$ cat config.mk
export PLATFORM = sky130hd
export DESIGN_NAME = bch_stream_encoder_flat
export DESIGN_NICKNAME = d
export VERILOG_FILES = /design/src/rtl/bch_stream_if.sv /design/src/rtl/bch_stream_encoder.sv /design/src/flat_wrapper.sv
export SDC_FILE = /design/constraint.sdc
export NUM_CORES = 1
export LEC_CHECK = 0
export BUFFER_PORTS_ARGS = -buffer_cell sky130_fd_sc_hd__buf_2
export CORE_MARGIN = 2
export CORE_UTILIZATION = 30
export CTS_BUF_LIST = sky130_fd_sc_hd__clkbuf_16
export CTS_CLUSTER_SIZE = 12
export DETAILED_ROUTE_END_ITERATION = 10
export PLACE_DENSITY = 0.5
export SLEW_MARGIN = 20
export SYNTH_ARGS = -nofsm -noshare
export SYNTH_HDL_FRONTEND = slang
export SYNTH_SLANG_ARGS = --single-unit
$ cat constraint.sdc
create_clock -name clk -period 3.2 [get_ports clk]
set_input_delay 0.16 -clock clk [delete_from_list [all_inputs] [get_ports clk]]
set_output_delay 0.16 -clock clk [all_outputs]
set_load 0.01 [all_outputs]
$ cat src/rtl/bch_stream_if.sv
// bch_stream_if: bit-serial valid/ready message input and codeword output of the BCH encoder.
interface bch_stream_if;
  logic in_valid;
  logic in_data;
  logic in_ready;
  logic out_valid;
  logic out_data;
  logic out_last;
  logic out_ready;
  logic busy;
  modport slave (
    input  in_valid, in_data, out_ready,
    output in_ready, out_valid, out_data, out_last, busy
  );
  modport master (
    output in_valid, in_data, out_ready,
    input  in_ready, out_valid, out_data, out_last, busy
  );
endinterface

$ cat src/rtl/bch_stream_encoder.sv
// bch_stream_encoder: systematic BCH(N,K) encoder; message bits pass through while an LFSR
// divides by g(x), then the N-K parity bits are shifted out, all behind one output register.
module bch_stream_encoder #(
  parameter int N = 15,
  parameter int K = 7,
  parameter logic [N-K:0] GEN_POLY = 9'b111010001
) (
  input  logic        clk,
  input  logic        rst_n,
  bch_stream_if.slave s
);
  localparam int M = N - K;
  localparam int CW = $clog2(N);
  localparam logic [CW-1:0] K_LAST = CW'(K - 1);
  localparam logic [CW-1:0] P_LAST = CW'(M - 1);
  localparam logic [M-1:0] TAPS = GEN_POLY[M-1:0];
  typedef enum logic [1:0] {IDLE, MSG, PAR} state_t;
  state_t state_q, state_d;
  logic [M-1:0] r_q, r_d;
  logic [CW-1:0] cnt_q, cnt_d;
  logic out_valid_q, out_valid_d;
  logic out_data_q, out_data_d;
  logic out_last_q, out_last_d;
  logic adv, xfer;
  assign adv = !out_valid_q || s.out_ready;
  assign s.in_ready = adv && state_q != PAR;
  assign xfer = s.in_valid && s.in_ready;
  assign s.out_valid = out_valid_q;
  assign s.out_data = out_data_q;
  assign s.out_last = out_last_q;
  assign s.busy = state_q != IDLE || out_valid_q;
  // IDLE has cnt==0, so K==1 falls out of the same cnt==K-1 test as MSG
  always_comb begin
    state_d = state_q;
    r_d = r_q;
    cnt_d = cnt_q;
    out_valid_d = out_valid_q;
    out_data_d = out_data_q;
    out_last_d = out_last_q;
    if (xfer) begin
      r_d = (r_q << 1) ^ ((s.in_data ^ r_q[M-1]) ? TAPS : '0);
      out_valid_d = 1'b1;
      out_data_d = s.in_data;
      out_last_d = 1'b0;
      state_d = cnt_q == K_LAST ? PAR : MSG;
      cnt_d = cnt_q == K_LAST ? '0 : cnt_q + 1'b1;
    end else if (adv && state_q == PAR) begin
      r_d = r_q << 1;
      out_valid_d = 1'b1;
      out_data_d = r_q[M-1];
      out_last_d = cnt_q == P_LAST;
      state_d = cnt_q == P_LAST ? IDLE : PAR;
      cnt_d = cnt_q == P_LAST ? '0 : cnt_q + 1'b1;
    end else if (adv) begin
      out_valid_d = 1'b0;
    end
  end
  always_ff @(posedge clk or negedge rst_n) begin
    if (!rst_n) begin
      state_q <= IDLE;
      r_q <= '0;
      cnt_q <= '0;
      out_valid_q <= 1'b0;
      out_data_q <= 1'b0;
      out_last_q <= 1'b0;
    end else begin
      state_q <= state_d;
      r_q <= r_d;
      cnt_q <= cnt_d;
      out_valid_q <= out_valid_d;
      out_data_q <= out_data_d;
      out_last_q <= out_last_d;
    end
  end
endmodule

$ cat src/flat_wrapper.sv
// flat-port wrapper written by rule: the top's interface ports become plain ports
module bch_stream_encoder_flat 
#(
  parameter int N = 15,
  parameter int K = 7,
  parameter logic [N-K:0] GEN_POLY = 9'b111010001
)
  (clk, rst_n, s_in_valid, s_in_data, s_out_ready, s_in_ready, s_out_valid, s_out_data, s_out_last, s_busy);
  bch_stream_if s_i ();
  input  logic clk;
  input  logic rst_n;
  input wire logic [$bits(s_i.in_valid)-1:0] s_in_valid;
  input wire logic [$bits(s_i.in_data)-1:0] s_in_data;
  input wire logic [$bits(s_i.out_ready)-1:0] s_out_ready;
  output wire logic [$bits(s_i.in_ready)-1:0] s_in_ready;
  output wire logic [$bits(s_i.out_valid)-1:0] s_out_valid;
  output wire logic [$bits(s_i.out_data)-1:0] s_out_data;
  output wire logic [$bits(s_i.out_last)-1:0] s_out_last;
  output wire logic [$bits(s_i.busy)-1:0] s_busy;
  assign s_i.in_valid = s_in_valid;
  assign s_i.in_data = s_in_data;
  assign s_i.out_ready = s_out_ready;
  assign s_in_ready = s_i.in_ready;
  assign s_out_valid = s_i.out_valid;
  assign s_out_data = s_i.out_data;
  assign s_out_last = s_i.out_last;
  assign s_busy = s_i.busy;
  bch_stream_encoder #(.N(N), .K(K), .GEN_POLY(GEN_POLY)) u_core (.clk(clk), .rst_n(rst_n), .s(s_i));
endmodule
==> reports/results.txt <==
status - finished, final reports clean
TritonCTS Buffers - 3
commonest non-fill, non-tap cell in the layout - dfrtp_1
CP peak stage delay - 0.53 ns
Starting Density - 0.313
Synth Net Count - 87
Ant. Diodes - 0
global-route wire length before repair - 2.92 mm
fraction of the mapped netlist area in simple logic gates - 0.161
Lkg Pwr - 0.500 nW
crit end category - flop
fmax - 617 MHz
Overall Global Routing Usage - 0.115
Post-DRT Antenna Nets - 0
initial antenna violation count - 0
drt via density - 5.03
row count - 20
synthesized cell area - 938 sq um
Die Footprint - 3590 sq um
Syn-to-layout area delta - 15.1%
largest family of logic cells by synthesized area - compound AO/OA/AOI/OAI gates
final setup fails - 0
worst hold path depth - 3
width of the die - 59.9 um
Hold Slack - 0.278 ns
Post-DP HPWL - 1.18 mm
critical path arrival - 1.75 ns
R2R Path End - u_core.r_q[1]
WP depth - 3
GPL Wtd Cong - 0.737
# fillers - 304
Cell Pwr Density - 929 nW/um^2
port bufs - 9
CTS clock-pin slew for the worst setup and hold paths - 0.05 ns
Critical Path RT - 3.33 ns
fraction of layout instances using a drive strength above 1 - 0.330
CP Launch Type - flop
CP max stage cell - o21ai_4
final hold violation count - 0
type of the worst min-delay path - input port to flop
Post-Route WL - 1.64 mm
vias in the first global route - 636
post-CTS sizing - 0
grt total ovfl - 0
post-synthesis mux area share - 0.101
Synth cell types - 33
worst reg-to-reg setup slack - 1.58 ns
CP delay by family, top - compound AO/OA/AOI/OAI gates
Initial DRT Pass Iterations - 4
FF-to-FF path depth - 3
Max Root-Sink Buffers - 2
core footprint - 3000 sq um
Hold EP - u_core.s.out_data
Synth Area in Compound Gates - 0.181
Final Net Count - 99
Chip Height - 59.9 um
DRC Markers - 0
RSZ-0062 raised after global routing - no
Ys Warns - 0
XOR/XNOR Fraction of Synth Area - 0.0280
pin count of the biggest net entering global routing - 22
CP max FO - 21
Sink Count - 17
critical path class - flop to flop
via count - 624
Ports - 10
Starting DRT DRC Count - 11
origin of the critical flop-to-flop path - u_core.state_q[1]
Slew Viols, Final - 0
mean post-synth cell area - 11.7 sq um
Slew @ Worst Pin - 0.670 ns
H-tree depth - 1
clk_lat worst skew - 0.25 ns
peak supply drop - 0.465 mV
period utilization - 0.506
register area share after synthesis - 0.453
critical hold path startpoint - s_in_data
root buffer cell - clkbuf_16
adder-cell area share of the yosys netlist - 0.0267
min Tclk post-route - 1.62 ns
#FFs+latches synth - 17
drt wl/cell - 13.3 um
WP buf/inv - 0
Setup TNS - 0 ns
CTS tree - done
slew margin rel. - 0.552
Layout Skew - 0.00504 ns
worst-path cell chain - and2b_4 -> o21ai_4 -> mux2_4
most frequent cells in the layout - 17 x dfrtp_1, 9 x nand2_1, 9 x buf_2
Cells after Synth - 80
Max-Cap Viols - 0
==> state kept, by name, summed over array words and instances (netlist names) <==
| signal | count |
|---|---|
| u_core.s.out_last | 1 |
| u_core.s.out_data | 1 |
| u_core.cnt_q | 4 |
| u_core.state_q | 2 |
| u_core.s.out_valid | 1 |
| u_core.r_q | 8 |
==> area by class of cell <==
| cell class | count | area (sq um) | area share |
|---|---|---|---|
| timing repair buffer | 10 | 55.1 | 0.0510 |
| multi-input combinational | 57 | 468 | 0.433 |
| inverter | 3 | 11.3 | 0.0104 |
| clock buffer | 3 | 75.1 | 0.0695 |
| clock inverter | 1 | 3.75 | 0.00348 |
| tap | 33 | 41.3 | 0.0382 |
| sequential | 17 | 425 | 0.394 |
==> synthesized netlist by cell type, drive strengths merged <==
library cell | number | area [sq um]
mux2 | 5 | 75.1
a31oi | 1 | 6.26
nor3b | 1 | 7.51
nand4 | 1 | 6.26
a31o | 1 | 17.5
nand3 | 2 | 15.0
nand3b | 1 | 7.51
xor2 | 3 | 26.3
nand2b | 5 | 38.8
nand2 | 9 | 33.8
o211ai | 1 | 7.51
or3 | 3 | 18.8
ha | 2 | 25.0
mux2i | 2 | 20.0
inv | 3 | 11.3
o21ai | 12 | 93.8
dfrtp | 17 | 425
o311ai | 1 | 8.76
and2b | 2 | 17.5
nor2 | 1 | 6.26
a221oi | 1 | 8.76
o31ai | 1 | 12.5
a32oi | 1 | 8.76
o22ai | 1 | 6.26
buf | 3 | 33.8
==> report_power, final <==
part | leakage (nW) | switching (mW) | internal (mW)
sequential | 0.214 | 0.0769 | 0.307
combinational | 0.244 | 0.192 | 0.181
clock | 0.0423 | 0.0810 | 0.166
==> worst max path at each step <==
stage	endpoint	startpoint	slack, ns
final	u_core.r_q[1]	u_core.state_q[1]	1.58
after global routing	u_core.r_q[1]	u_core.state_q[1]	1.49
after CTS	u_core.r_q[1]	u_core.state_q[1]	1.58
after detailed placement	u_core.r_q[2]	u_core.state_q[1]	1.59
after global placement	u_core.r_q[5]	u_core.state_q[1]	1.60
after floorplan	u_core.cnt_q[1]	u_core.cnt_q[0]	1.77
==> stage by stage <==
stage / instances / util / cell area, sq um / power, mW / setup slack (ns)
after CTS: 124 / 0.360 / 1080 / 1.02 / 1.58
after detailed placement: 119 / 0.330 / 991 / 0.761 / 1.59
final: 124 / 0.360 / 1080 / 1.00 / 1.58
after floorplan: 80 / - / 938 / 0.691 / 1.77
after global routing: 124 / 0.360 / 1080 / 1.08 / 1.49
after global placement: 119 / 0.330 / 991 / 0.754 / 1.60
==> layer usage <==
layer	track usage	vias up	wire [um]
met2	0.175	7	736
met4	0.0667	0	48
li1	-	307	-
met3	0.0455	5	57
met5	0	-	0
met1	0.137	305	800
==> cells by family after synthesis <==
logic type | count (synthesis)
DFF | 17
AOI/OAI and AO/OA | 20
buffers and inverters | 6
xor gates and xnor gates | 3
muxes | 7
and+or+nand+nor | 25
adders and majority gates | 2
==> worst min-delay path: cells and delay by family <==
family,cells,cell delay [ns]
AOI/OAI and AO/OA,1,0.11
buffers and inverters,1,0.13
muxes,1,0.09
==> timing repair <==
item	CTS	global route
hold buffers	1	0
endpoints found under the hold margin	17	0
setup buffers	0	0
endpoints found under the setup margin	0	0
Note: power is estimated with default switching activity, not from simulation.
